[src/rtl/mem_port_arbiter_if.sv]
// Bundle of the two requester ports and the single-port memory bus seen by mem_port_arbiter.
// The slave modport is the arbiter's view; master is the environment (requesters plus memory).
interface mem_port_arbiter_if #(
  parameter int BITS_DATA = 32,
  parameter int BITS_ADDR = 16
);
  logic                 req0, we0, gnt0, done0;
  logic [BITS_ADDR-1:0] addr0;
  logic [BITS_DATA-1:0] wdata0, rdata0;
  logic                 req1, we1, gnt1, done1;
  logic [BITS_ADDR-1:0] addr1;
  logic [BITS_DATA-1:0] wdata1, rdata1;
  logic [BITS_ADDR-1:0] MAR;
  logic [BITS_DATA-1:0] MBR_W, MBR_R;
  logic                 write, busy, owner;

  modport slave (
    input  req0, we0, addr0, wdata0, req1, we1, addr1, wdata1, MBR_R,
    output gnt0, done0, rdata0, gnt1, done1, rdata1, MAR, MBR_W, write, busy, owner
  );

  modport master (
    output req0, we0, addr0, wdata0, req1, we1, addr1, wdata1, MBR_R,
    input  gnt0, done0, rdata0, gnt1, done1, rdata1, MAR, MBR_W, write, busy, owner
  );
endinterface

[src/rtl/mem_port_arbiter.sv]
// Two-port round-robin arbiter/sequencer for the single-port main memory bus.
// One transaction occupies READ_LAT+2 cycles: grant, READ_LAT-1 wait cycles, done, back to idle.
module mem_port_arbiter #(
  parameter int BITS_DATA = 32,
  parameter int BITS_ADDR = 16,
  parameter int READ_LAT  = 1
) (
  input logic               clk,
  input logic               reset,
  mem_port_arbiter_if.slave bus
);
  localparam int unsigned CNT_W = (READ_LAT > 1) ? $clog2(READ_LAT) : 1;
  localparam logic [CNT_W-1:0] LAST_CNT = CNT_W'(READ_LAT - 1);

  typedef enum logic [1:0] {IDLE, ACCESS, DONE} state_t;

  state_t               state_q, state_d;
  logic [BITS_ADDR-1:0] mar_q, mar_d;
  logic [BITS_DATA-1:0] mbrw_q, mbrw_d;
  logic [BITS_DATA-1:0] rdata0_q, rdata0_d, rdata1_q, rdata1_d;
  logic                 we_q, we_d, write_q, write_d;
  logic                 gnt0_q, gnt0_d, gnt1_q, gnt1_d;
  logic                 done0_q, done0_d, done1_q, done1_d;
  logic                 busy_q, busy_d, owner_q, owner_d, last_q, last_d;
  logic [CNT_W-1:0]     cnt_q, cnt_d;
  logic                 pick;

  always_comb begin
    state_d  = state_q;
    mar_d    = mar_q;
    mbrw_d   = mbrw_q;
    we_d     = we_q;
    write_d  = 1'b0;
    gnt0_d   = 1'b0;
    gnt1_d   = 1'b0;
    done0_d  = 1'b0;
    done1_d  = 1'b0;
    rdata0_d = rdata0_q;
    rdata1_d = rdata1_q;
    busy_d   = busy_q;
    owner_d  = owner_q;
    last_d   = last_q;
    cnt_d    = cnt_q;
    // On a tie the port that did not win last time goes next.
    pick     = (bus.req0 && bus.req1) ? ~last_q : bus.req1;
    case (state_q)
      IDLE: begin
        if (bus.req0 || bus.req1) begin
          mar_d   = pick ? bus.addr1 : bus.addr0;
          mbrw_d  = pick ? bus.wdata1 : bus.wdata0;
          we_d    = pick ? bus.we1 : bus.we0;
          write_d = pick ? bus.we1 : bus.we0;
          gnt0_d  = ~pick;
          gnt1_d  = pick;
          owner_d = pick;
          last_d  = pick;
          busy_d  = 1'b1;
          cnt_d   = '0;
          state_d = ACCESS;
        end
      end
      ACCESS: begin
        if (cnt_q == LAST_CNT) begin
          state_d = DONE;
          if (owner_q) begin
            done1_d = 1'b1;
            if (!we_q) rdata1_d = bus.MBR_R;
          end else begin
            done0_d = 1'b1;
            if (!we_q) rdata0_d = bus.MBR_R;
          end
        end else begin
          cnt_d = cnt_q + CNT_W'(1);
        end
      end
      DONE: begin
        busy_d  = 1'b0;
        state_d = IDLE;
      end
      default: state_d = IDLE;
    endcase
  end

  always_ff @(posedge clk) begin
    if (!reset) begin
      state_q  <= IDLE;
      mar_q    <= '0;
      mbrw_q   <= '0;
      we_q     <= 1'b0;
      write_q  <= 1'b0;
      gnt0_q   <= 1'b0;
      gnt1_q   <= 1'b0;
      done0_q  <= 1'b0;
      done1_q  <= 1'b0;
      rdata0_q <= '0;
      rdata1_q <= '0;
      busy_q   <= 1'b0;
      owner_q  <= 1'b0;
      last_q   <= 1'b1;
      cnt_q    <= '0;
    end else begin
      state_q  <= state_d;
      mar_q    <= mar_d;
      mbrw_q   <= mbrw_d;
      we_q     <= we_d;
      write_q  <= write_d;
      gnt0_q   <= gnt0_d;
      gnt1_q   <= gnt1_d;
      done0_q  <= done0_d;
      done1_q  <= done1_d;
      rdata0_q <= rdata0_d;
      rdata1_q <= rdata1_d;
      busy_q   <= busy_d;
      owner_q  <= owner_d;
      last_q   <= last_d;
      cnt_q    <= cnt_d;
    end
  end

  assign bus.MAR    = mar_q;
  assign bus.MBR_W  = mbrw_q;
  assign bus.write  = write_q;
  assign bus.gnt0   = gnt0_q;
  assign bus.gnt1   = gnt1_q;
  assign bus.done0  = done0_q;
  assign bus.done1  = done1_q;
  assign bus.rdata0 = rdata0_q;
  assign bus.rdata1 = rdata1_q;
  assign bus.busy   = busy_q;
  assign bus.owner  = owner_q;

  a_gnt_onehot:  assert property (@(posedge clk) !(gnt0_q && gnt1_q));
  a_done_onehot: assert property (@(posedge clk) !(done0_q && done1_q));
endmodule

[src/flat_wrapper.sv]
// flat-port wrapper written by rule: the top's interface ports become plain ports
module mem_port_arbiter_flat 
#(
  parameter int BITS_DATA = 32,
  parameter int BITS_ADDR = 16,
  parameter int READ_LAT  = 1
)
  (clk, reset, bus_req0, bus_we0, bus_addr0, bus_wdata0, bus_req1, bus_we1, bus_addr1, bus_wdata1, bus_MBR_R, bus_gnt0, bus_done0, bus_rdata0, bus_gnt1, bus_done1, bus_rdata1, bus_MAR, bus_MBR_W, bus_write, bus_busy, bus_owner);
  mem_port_arbiter_if #(.BITS_DATA(BITS_DATA), .BITS_ADDR(BITS_ADDR)) bus_i ();
  input logic clk;
  input logic reset;
  input wire logic [$bits(bus_i.req0)-1:0] bus_req0;
  input wire logic [$bits(bus_i.we0)-1:0] bus_we0;
  input wire logic [$bits(bus_i.addr0)-1:0] bus_addr0;
  input wire logic [$bits(bus_i.wdata0)-1:0] bus_wdata0;
  input wire logic [$bits(bus_i.req1)-1:0] bus_req1;
  input wire logic [$bits(bus_i.we1)-1:0] bus_we1;
  input wire logic [$bits(bus_i.addr1)-1:0] bus_addr1;
  input wire logic [$bits(bus_i.wdata1)-1:0] bus_wdata1;
  input wire logic [$bits(bus_i.MBR_R)-1:0] bus_MBR_R;
  output wire logic [$bits(bus_i.gnt0)-1:0] bus_gnt0;
  output wire logic [$bits(bus_i.done0)-1:0] bus_done0;
  output wire logic [$bits(bus_i.rdata0)-1:0] bus_rdata0;
  output wire logic [$bits(bus_i.gnt1)-1:0] bus_gnt1;
  output wire logic [$bits(bus_i.done1)-1:0] bus_done1;
  output wire logic [$bits(bus_i.rdata1)-1:0] bus_rdata1;
  output wire logic [$bits(bus_i.MAR)-1:0] bus_MAR;
  output wire logic [$bits(bus_i.MBR_W)-1:0] bus_MBR_W;
  output wire logic [$bits(bus_i.write)-1:0] bus_write;
  output wire logic [$bits(bus_i.busy)-1:0] bus_busy;
  output wire logic [$bits(bus_i.owner)-1:0] bus_owner;
  assign bus_i.req0 = bus_req0;
  assign bus_i.we0 = bus_we0;
  assign bus_i.addr0 = bus_addr0;
  assign bus_i.wdata0 = bus_wdata0;
  assign bus_i.req1 = bus_req1;
  assign bus_i.we1 = bus_we1;
  assign bus_i.addr1 = bus_addr1;
  assign bus_i.wdata1 = bus_wdata1;
  assign bus_i.MBR_R = bus_MBR_R;
  assign bus_gnt0 = bus_i.gnt0;
  assign bus_done0 = bus_i.done0;
  assign bus_rdata0 = bus_i.rdata0;
  assign bus_gnt1 = bus_i.gnt1;
  assign bus_done1 = bus_i.done1;
  assign bus_rdata1 = bus_i.rdata1;
  assign bus_MAR = bus_i.MAR;
  assign bus_MBR_W = bus_i.MBR_W;
  assign bus_write = bus_i.write;
  assign bus_busy = bus_i.busy;
  assign bus_owner = bus_i.owner;
  mem_port_arbiter #(.BITS_DATA(BITS_DATA), .BITS_ADDR(BITS_ADDR), .READ_LAT(READ_LAT)) u_core (.clk(clk), .reset(reset), .bus(bus_i));
endmodule
[config.mk]
export PLATFORM = sky130hd
export DESIGN_NAME = mem_port_arbiter_flat
export DESIGN_NICKNAME = d
export VERILOG_FILES = /design/src/rtl/mem_port_arbiter_if.sv /design/src/rtl/mem_port_arbiter.sv /design/src/flat_wrapper.sv
export SDC_FILE = /design/constraint.sdc
export NUM_CORES = 1
export LEC_CHECK = 0
export CAP_MARGIN = 25
export CELL_PAD_IN_SITES_DETAIL_PLACEMENT = 1
export CELL_PAD_IN_SITES_GLOBAL_PLACEMENT = 2
export CORE_MARGIN = 2
export CORE_UTILIZATION = 22
export DETAILED_ROUTE_END_ITERATION = 12
export PLACE_DENSITY_LB_ADDON = 0.1
export SLEW_MARGIN = 5
export SYNTH_ARGS = -nofsm -noshare
export SYNTH_HDL_FRONTEND = slang
export SYNTH_SLANG_ARGS = --single-unit
[constraint.sdc]
create_clock -name clk -period 1.7 [get_ports clk]
set_clock_uncertainty 0.1 [all_clocks]
set_input_delay 0.17 -clock clk [delete_from_list [all_inputs] [get_ports clk]]
set_output_delay 0.17 -clock clk [all_outputs]
set_load 0.005 [all_outputs]
Word level (Yosys, flattened, before mapping)
Cells that the tools add are included.
- bits of input ports: 134
- register bits: 124
- word-level logic and storage cells: 54
- output and inout port bits: 119
- reduce and logical (&&, ||, !) cells: 13
- bitwise logic cells: 7
- muxes and demuxes: 14
- eq/ne operators: 4
- add/subtract/negate cells: 1
- operators by type and width (operator ; number):
    32-bit two-way mux ; 1
    16-bit two-way mux ; 1
    2-bit AND reduction ; 4
    4-bit AND reduction ; 2
    1-bit two-way mux ; 7
    1-bit NOT ; 7
    2-bit two-way mux ; 2
    1-bit one-hot mux with 2 select lines ; 2
    2-bit one-hot mux with 2 select lines ; 1
    2-bit nonzero test ; 2
    3-bit AND reduction ; 1
    3-bit OR reduction ; 1
    2-bit by 1-bit == test with 1-bit output (second input constant) ; 1
    2-bit == test (second input constant) ; 1
    2-bit zero test ; 1
    2-bit by 1-bit inequality test with 1-bit output (second input constant) ; 1
    2-bit inequality test (second input constant) ; 1
    1-bit adder (second input constant) ; 1
    1-bit logical AND ; 1
    1-bit logical OR ; 1

Longest topological paths before layout
Gate-level depths: netlist of the first run.
- depth in word-level cells: 3
- gate-level depth with buffers: 5

Worst setup path after synthesis of the first run
Ideal clock, no wire load.
- kind: flip-flop to flip-flop
- from: reg u_core.owner_q (netlist: u_core.bus.owner)
- to: reg u_core.rdata0_q[31] (netlist: u_core.bus.rdata0[31])
- clock period less this slack: 1.486 ns
- data required time: 1.485 ns
- arrival: 1.271 ns
- path slack: 0.214 ns
- cell stages (with the launch flop): 6
- cells stage by stage: dfxtp_1 > or4b_4 > buf_6 > buf_6 > nand3_1 > o21ai_2
- longest elaborated chain between the ends: 2
- ends and longest elaborated chain (item ; line ; text):
    from (decl) ; mem_port_arbiter.sv:24 ; logic busy_q, busy_d, owner_q, owner_d, last_q, last_d;
    from (signal assigned) ; mem_port_arbiter.sv:114 ; owner_q <= owner_d;
    1-bit NOT (no source line) ; -- ;
    4-bit AND reduction (no source line) ; -- ;
    to (signal assigned) ; mem_port_arbiter.sv:111 ; rdata0_q <= rdata0_d;
    to (decl) ; mem_port_arbiter.sv:20 ; logic [BITS_DATA-1:0] rdata0_q, rdata0_d, rdata1_q, rdata1_d;
Every way passes these cells.
A chain may end at the register's enable or synchronous reset.

Final worst setup path of the first run
- from: reg u_core.state_q[1]
- to: reg u_core.rdata0_q[20] (netlist: u_core.bus.rdata0[20])
- longest elaborated chain between the ends: 2
- ends and longest elaborated chain (item ; line ; text):
    from (decl) ; mem_port_arbiter.sv:17 ; state_t state_q, state_d;
    from (signal assigned) ; mem_port_arbiter.sv:102 ; state_q <= state_d;
    2-bit by 1-bit == test with 1-bit output ; mem_port_arbiter.sv:46 ; case (state_q)
    4-bit AND reduction (no source line) ; -- ;
Every way passes these cells.

==> results of run 1 <==
## area by class of cell
| class | instances | area [um2] | share of cell area |
|---|---|---|---|
| multi-input combinational | 363 | 2320 | 0.270 |
| clock inverter | 14 | 174 | 0.0202 |
| tap | 285 | 357 | 0.0414 |
| sequential | 123 | 2460 | 0.286 |
| clock buffer | 18 | 429 | 0.0498 |
| timing repair buffer | 276 | 2870 | 0.333 |
| inverter | 2 | 7.51 | 0.000871 |
## critical path, stage by stage (launching register included)
cell     delay [ns]
dfxtp_1        0.35
or4b_4         0.54
buf_12         0.22
nand3_1        0.15
o21ai_2        0.06
## registers in the layout (all words and copies together), names as in the netlist
register,cells
u_core.bus.MBR_W,32
u_core.last_q,1
u_core.bus.rdata0,32
u_core.bus.done1,1
u_core.we_q,1
u_core.bus.write,1
u_core.bus.rdata1,32
u_core.bus.busy,1
u_core.bus.MAR,16
u_core.bus.done0,1
u_core.bus.gnt0,1
u_core.state_q,2
u_core.bus.owner,1
u_core.bus.gnt1,1
## metrics by stage
stage               utilization  total power, mW  TNS [ns]  area, um2
floorplan                     -             3.94         0       5060
global placement          0.352             4.90   -0.0180       7960
detailed placement        0.352             4.93     -1.28       7960
CTS                       0.379             8.71         0       8570
global route              0.381             8.99         0       8620
finish                    0.381             8.56         0       8620
## cell usage after synthesis
cell type / n
o21ai_2: 32
inv_1: 1
buf_6: 7
nor2_2: 1
or2_2: 2
buf_4: 5
o21ai_0: 35
or3_1: 1
mux2i_1: 49
nor3_1: 2
nand3_2: 8
or4b_4: 1
nor2_1: 3
a21bo_2: 1
a21oi_1: 51
inv_2: 1
and3_1: 2
clkbuf_1: 25
buf_2: 17
and2_1: 1
nor4bb_1: 1
nor2b_1: 2
nand2_1: 65
a211oi_1: 49
dfxtp_1: 123
nand3_1: 57
buf_1: 2
## logic make-up after synthesis
group | Yosys count
AND/OR/NAND/NOR | 146
buffers and inverters | 58
flip-flops | 123
AO/OA/AOI/OAI | 168
multiplexers | 49
## repair_timing
item | 4_1_cts | 5_1_grt
setup buffers | 0 | 2
setup endpoints to repair | 1 | 5
hold buffers | 1 | 0
pin swaps | 0 | 1
gates resized for setup | 1 | 2
cloned | 0 | 2
hold endpoints to repair | 2 | 0
## layer usage
layer  GRT usage  share of wire
met4      0.0511          0.017
met3      0.0592          0.078
met2       0.243           0.47
met5           0              0
met1       0.178           0.44
## report_power, final
| part | switching [mW] | internal, mW | total [mW] |
|---|---|---|---|
| registers | 0.116 | 3.10 | 3.22 |
| clock network | 1.40 | 2.31 | 3.71 |
| logic | 0.697 | 0.938 | 1.63 |
| total | 2.21 | 6.35 | 8.56 |
## how the worst min path moves through the flow
stage	startpoint	to	slack (ns)	depth (start not counted)
2_1_floorplan	bus_MBR_R[0]	u_core.bus.rdata1[0]	0.20	2
3_3_place_gp	u_core.bus.rdata0[17]	u_core.bus.rdata0[17]	0.34	2
3_5_place_dp	reset	u_core.last_q	0.35	2
5_1_grt	bus_MBR_R[1]	u_core.bus.rdata0[1]	0.24	3
4_1_cts	bus_MBR_R[5]	u_core.bus.rdata0[5]	0.23	3
6_report	bus_MBR_R[16]	u_core.bus.rdata0[16]	0.25	3
==> results.toml, run 1 <==
[detailed_routing]
drtIter0Drc = 98
drtAntennaViolNets = 0
wl_per_cell_um = 17.1
dr.pass1.iters = 4
wirelength_um = 18400
vias_per_cell = 4.61
remaining_drc_errors = 0
dr_total_vias = 4982

[synth]
synth-adder-area-share = 0
synth_warnings = 0
yosys-top-cells-area = "dfxtp_1 49%, mux2i_1 9.7%, a211oi_1 7.3%"
syn_inst = 544
ys_ff_latch = 123
yosysTopAreaCell = "dfxtp_1"
ys_seq_area_frac = 0.486
synth_compound_area_frac = 0.215
synth_top_family_by_area = "compound AO/OA/AOI/OAI gates"
synth_top_area_frac = 0.486
synthSimpleGateAreaFrac = 0.140
netlist_area_um2 = 5060
muxShareOfSynthArea = 0.0969
synth_xor_area_frac = 0
synth_fp_nets = 678
synth_cell_type_count = 27
synth_area_per_cell_um2 = 9.31

[worst_setup_path]
r2r_end = "u_core.bus.rdata0[20]"
startpoint_type = "register"
cp_max_fo = 64
worstPathRequired_ns = 1.89
cp.arrival_ns = 1.78
worstSetupEndpointType = "register"
path_class = "register to register"
worstReg2RegStart = "u_core.state_q[1]"
reg2reg_slack_ns = 0.11
crit_end = "u_core.bus.rdata0[20]"
ff2ff_path_depth = 4
crit_start = "u_core.state_q[1]"

[clocking]
cts_tree = "yes"
clk_pin_slew_ns = 0.06
cts_buffers = 17
root_buffer = "clkbuf_16"
ctsLongestPathBuffers = 2
cts_num_sinks = 123
clock_latency_ns = 0.41
h-tree-depth = 4

[sta]
slew_viol_final = 0
hold_violations = 0
setup_violations = 0
hold_ws_ns = 0.250
worst_pin_slew_ns = 0.397
rsz0062_at_grt = "false"
min_period_over_period = 0.936
max_freq_mhz = 628
min_period_ns = 1.59
worst_slack_ns = 0.108
relSlewSlack = 0.736

[cells_and_area]
final_cells = 1081
final_common_cell = "clkdlybuf4s50_1"
nFillCells = 2499
final_cell_mix = "250 x clkdlybuf4s50_1, 123 x dfxtp_1, 65 x nand2_1"
synthToLayoutAreaGrowth_pct = 70.3
fin_nets = 917
antennaDiodeCount = 0
drive_above_1_share = 0.129

[placement]
place_hpwl_um = 12600
globalplace.congestion = 0.711
placedCellCount = 1044
port_buffers = 252
dp_slack_ns = -0.0937

[pwr]
p_leak_nw = 3.27
p_per_area_nw_per_um2 = 993
ir_drop_v = 0.000624

[global_route]
grt_use_total = 0.149
grt_max_degree = 79
antenna_found_initial = 0
grt_pass1_vias = 5167
grt_pass1_wl_um = 28300
gr-total-overflow = 0

[die]
die_h_um = 156
core_area_um2 = 22600
top_level_ports = 253
rows = 55
initial_utilization = 0.224
die_w_um = 156
fp.dieArea_um2 = 24200

[hold_path]
min_path_type = "input pin to register"

[run_status]
status = "completed"

[run]
cap_violations = 0
Note: power is estimated with default switching activity, not from simulation.
==> run 2, diff against run 1 <==
--- a/config.mk
+++ b/config.mk
@@ -12,6 +12,7 @@
 export CORE_UTILIZATION = 22
 export DETAILED_ROUTE_END_ITERATION = 12
 export PLACE_DENSITY_LB_ADDON = 0.1
+export SKIP_LAST_GASP = 1
 export SLEW_MARGIN = 5
 export SYNTH_ARGS = -nofsm -noshare
 export SYNTH_HDL_FRONTEND = slang
==> results of run 2 <==
No change in the layout: final DEF, timing and power equal those of run 1.
==> run 3, diff against run 2 <==
--- a/config.mk
+++ b/config.mk
@@ -8,11 +8,10 @@
 export CAP_MARGIN = 25
 export CELL_PAD_IN_SITES_DETAIL_PLACEMENT = 1
 export CELL_PAD_IN_SITES_GLOBAL_PLACEMENT = 2
-export CORE_MARGIN = 2
+export CORE_MARGIN = 5
 export CORE_UTILIZATION = 22
 export DETAILED_ROUTE_END_ITERATION = 12
 export PLACE_DENSITY_LB_ADDON = 0.1
-export SKIP_LAST_GASP = 1
 export SLEW_MARGIN = 5
 export SYNTH_ARGS = -nofsm -noshare
 export SYNTH_HDL_FRONTEND = slang
==> results.toml, run 3 (synthesis gave the netlist of run 1 again) <==
[worst_setup_path]
startpoint_type = "register"
crit_chain = "clkdlybuf4s50_1"
cp_max_fo = 2
crit_family = "buffers and inverters"
crit_cells = 1
ff2ff_path_depth = 4
worstSetupEndpointType = "output pin"
critPathMaxStageDelay_ns = 0.56
reg2reg_slack_ns = 0.18
worstPathRequired_ns = 1.43
path_buf_inv = 1
crit_slowest_cell = "clkdlybuf4s50_1"
path_class = "register to output pin"
cp.arrival_ns = 1.31

[sta]
min_period_ns = 1.58
worst_slack_ns = 0.117
min_period_over_period = 0.931
hold_violations = 0
max_freq_mhz = 632
worst_pin_slew_ns = 0.355
relSlewSlack = 0.762
setup_violations = 0
slew_viol_final = 0
setup_tns_ns = 0
rsz0062_at_grt = "false"

[cells_and_area]
antennaDiodeCount = 0
fin_nets = 918
drive_above_1_share = 0.129
final_cells = 1082
nFillCells = 2531
final_common_cell = "clkdlybuf4s50_1"
design_area_um2 = 8540
synthToLayoutAreaGrowth_pct = 68.7
final_cell_mix = "250 x clkdlybuf4s50_1, 123 x dfxtp_1, 65 x nand2_1"

[pwr]
internal-power_mw = 6.17
fin_total_pwr_mw = 8.30
switching_share = 0.257
p_leak_nw = 3.25
pwr-share-clk = 0.417
p_switching_mw = 2.13
power_frac_seq = 0.389
p_per_area_nw_per_um2 = 972
ir_drop_v = 0.000387
p_comb_frac = 0.194

[detailed_routing]
dr.pass1.iters = 4
wl_per_cell_um = 17.5
wirelength_um = 19000
drtIter0Drc = 158
dr_total_vias = 4968
vias_per_cell = 4.59
remaining_drc_errors = 0
drtAntennaViolNets = 0

[run_status]
status = "completed"

[hold_path]
min_path_type = "input pin to register"
whs_path_depth = 2

[run]
cap_violations = 0

[clocking]
cts_buffers = 17
ctsLongestPathBuffers = 2
cts_num_sinks = 123
h-tree-depth = 4
clk_pin_slew_ns = 0.05
cts_tree = "yes"
cts_hold_buffers = 0
root_buffer = "clkbuf_16"
clock_latency_ns = 0.40

[die]
fp.dieArea_um2 = 26100
rows = 55
die_w_um = 162
top_level_ports = 253
initial_utilization = 0.224
die_h_um = 162
core_area_um2 = 22600

[global_route]
gr-total-overflow = 0
antenna_found_initial = 0
grt_use_total = 0.140
grt_pass1_vias = 5303
grt_max_degree = 61
grt_pass1_wl_um = 29200

[placement]
placedCellCount = 1047
globalplace.congestion = 0.733
placed_cell_area_um2 = 7950
place_hpwl_um = 13800
dp_slack_ns = -0.0880
port_buffers = 252
[run 3: cell count changes in the layout (fill, tap and decap cells not counted)]
cell | before | now
buf_12 | 11 | 8
buf_4 | 10 | 16
buf_8 | 1 | 0
bufinv_16 | 3 | 2
clkbuf_1 | 1 | 3
clkinv_2 | 2 | 5
clkinv_4 | 5 | 2
clkinvlp_4 | 4 | 3
dlygate4sd3_1 | 1 | 0
[run 3: per-layer routing]
metal,vias up,part of all wire,track usage
li1,2441,-,-
met1,2339,0.42,0.163
met2,168,0.48,0.231
met3,20,0.090,0.0634
met4,0,0.018,0.0477
met5,-,0,0
[run 3: stage by stage]
step | utilization | hold slack [ns]
final | 0.377 | 0.0284
after global routing | 0.377 | 0.0481
after CTS | 0.376 | 0.0118
after detailed placement | 0.351 | 0.349
after global placement | 0.351 | 0.345
after floorplan | - | 0.200
[run 3: power by group through the flow]
stage	Sequential (mW)	Combinational [mW]	Clock, mW
6_report	3.23	1.61	3.46
5_1_grt	3.25	1.76	3.74
4_1_cts	3.23	1.64	3.60
3_5_place_dp	3.29	1.64	0
3_3_place_gp	3.28	1.62	0
2_1_floorplan	3.28	0.655	0
[run 3: worst paths after layout]
kind / end / from
max: bus_rdata0[16] / u_core.bus.rdata0[16]
min: u_core.last_q / reset
max reg2reg: u_core.bus.rdata0[4] / u_core.bus.owner
min reg2reg: u_core.bus.rdata0[11] / u_core.bus.rdata0[11]
[run 3: timing repair]
action                                  in CTS  in global routing
gates cloned                                 0                  1
setup buffers                                0                  2
endpoints found under the setup margin       1                  9
pin swaps                                    0                  1
gates resized for setup                      1                  1
[run 3: layout make-up]
class | count | area (um2) | area share
Clock buffer | 20 | 437 | 0.0511
Clock inverter | 12 | 125 | 0.0147
Inverter | 2 | 7.51 | 0.000879
Multi-Input combinational cell | 363 | 2320 | 0.272
Sequential cell | 123 | 2460 | 0.288
Tap cell | 285 | 357 | 0.0418
Timing Repair Buffer | 277 | 2830 | 0.331
[run 3: worst register-to-register path, cell delays in order (launching register included)]
cell	delay, ns
dfxtp_1	0.32
or4b_4	0.57
buf_12	0.21
nand3_1	0.15
o21ai_2	0.06
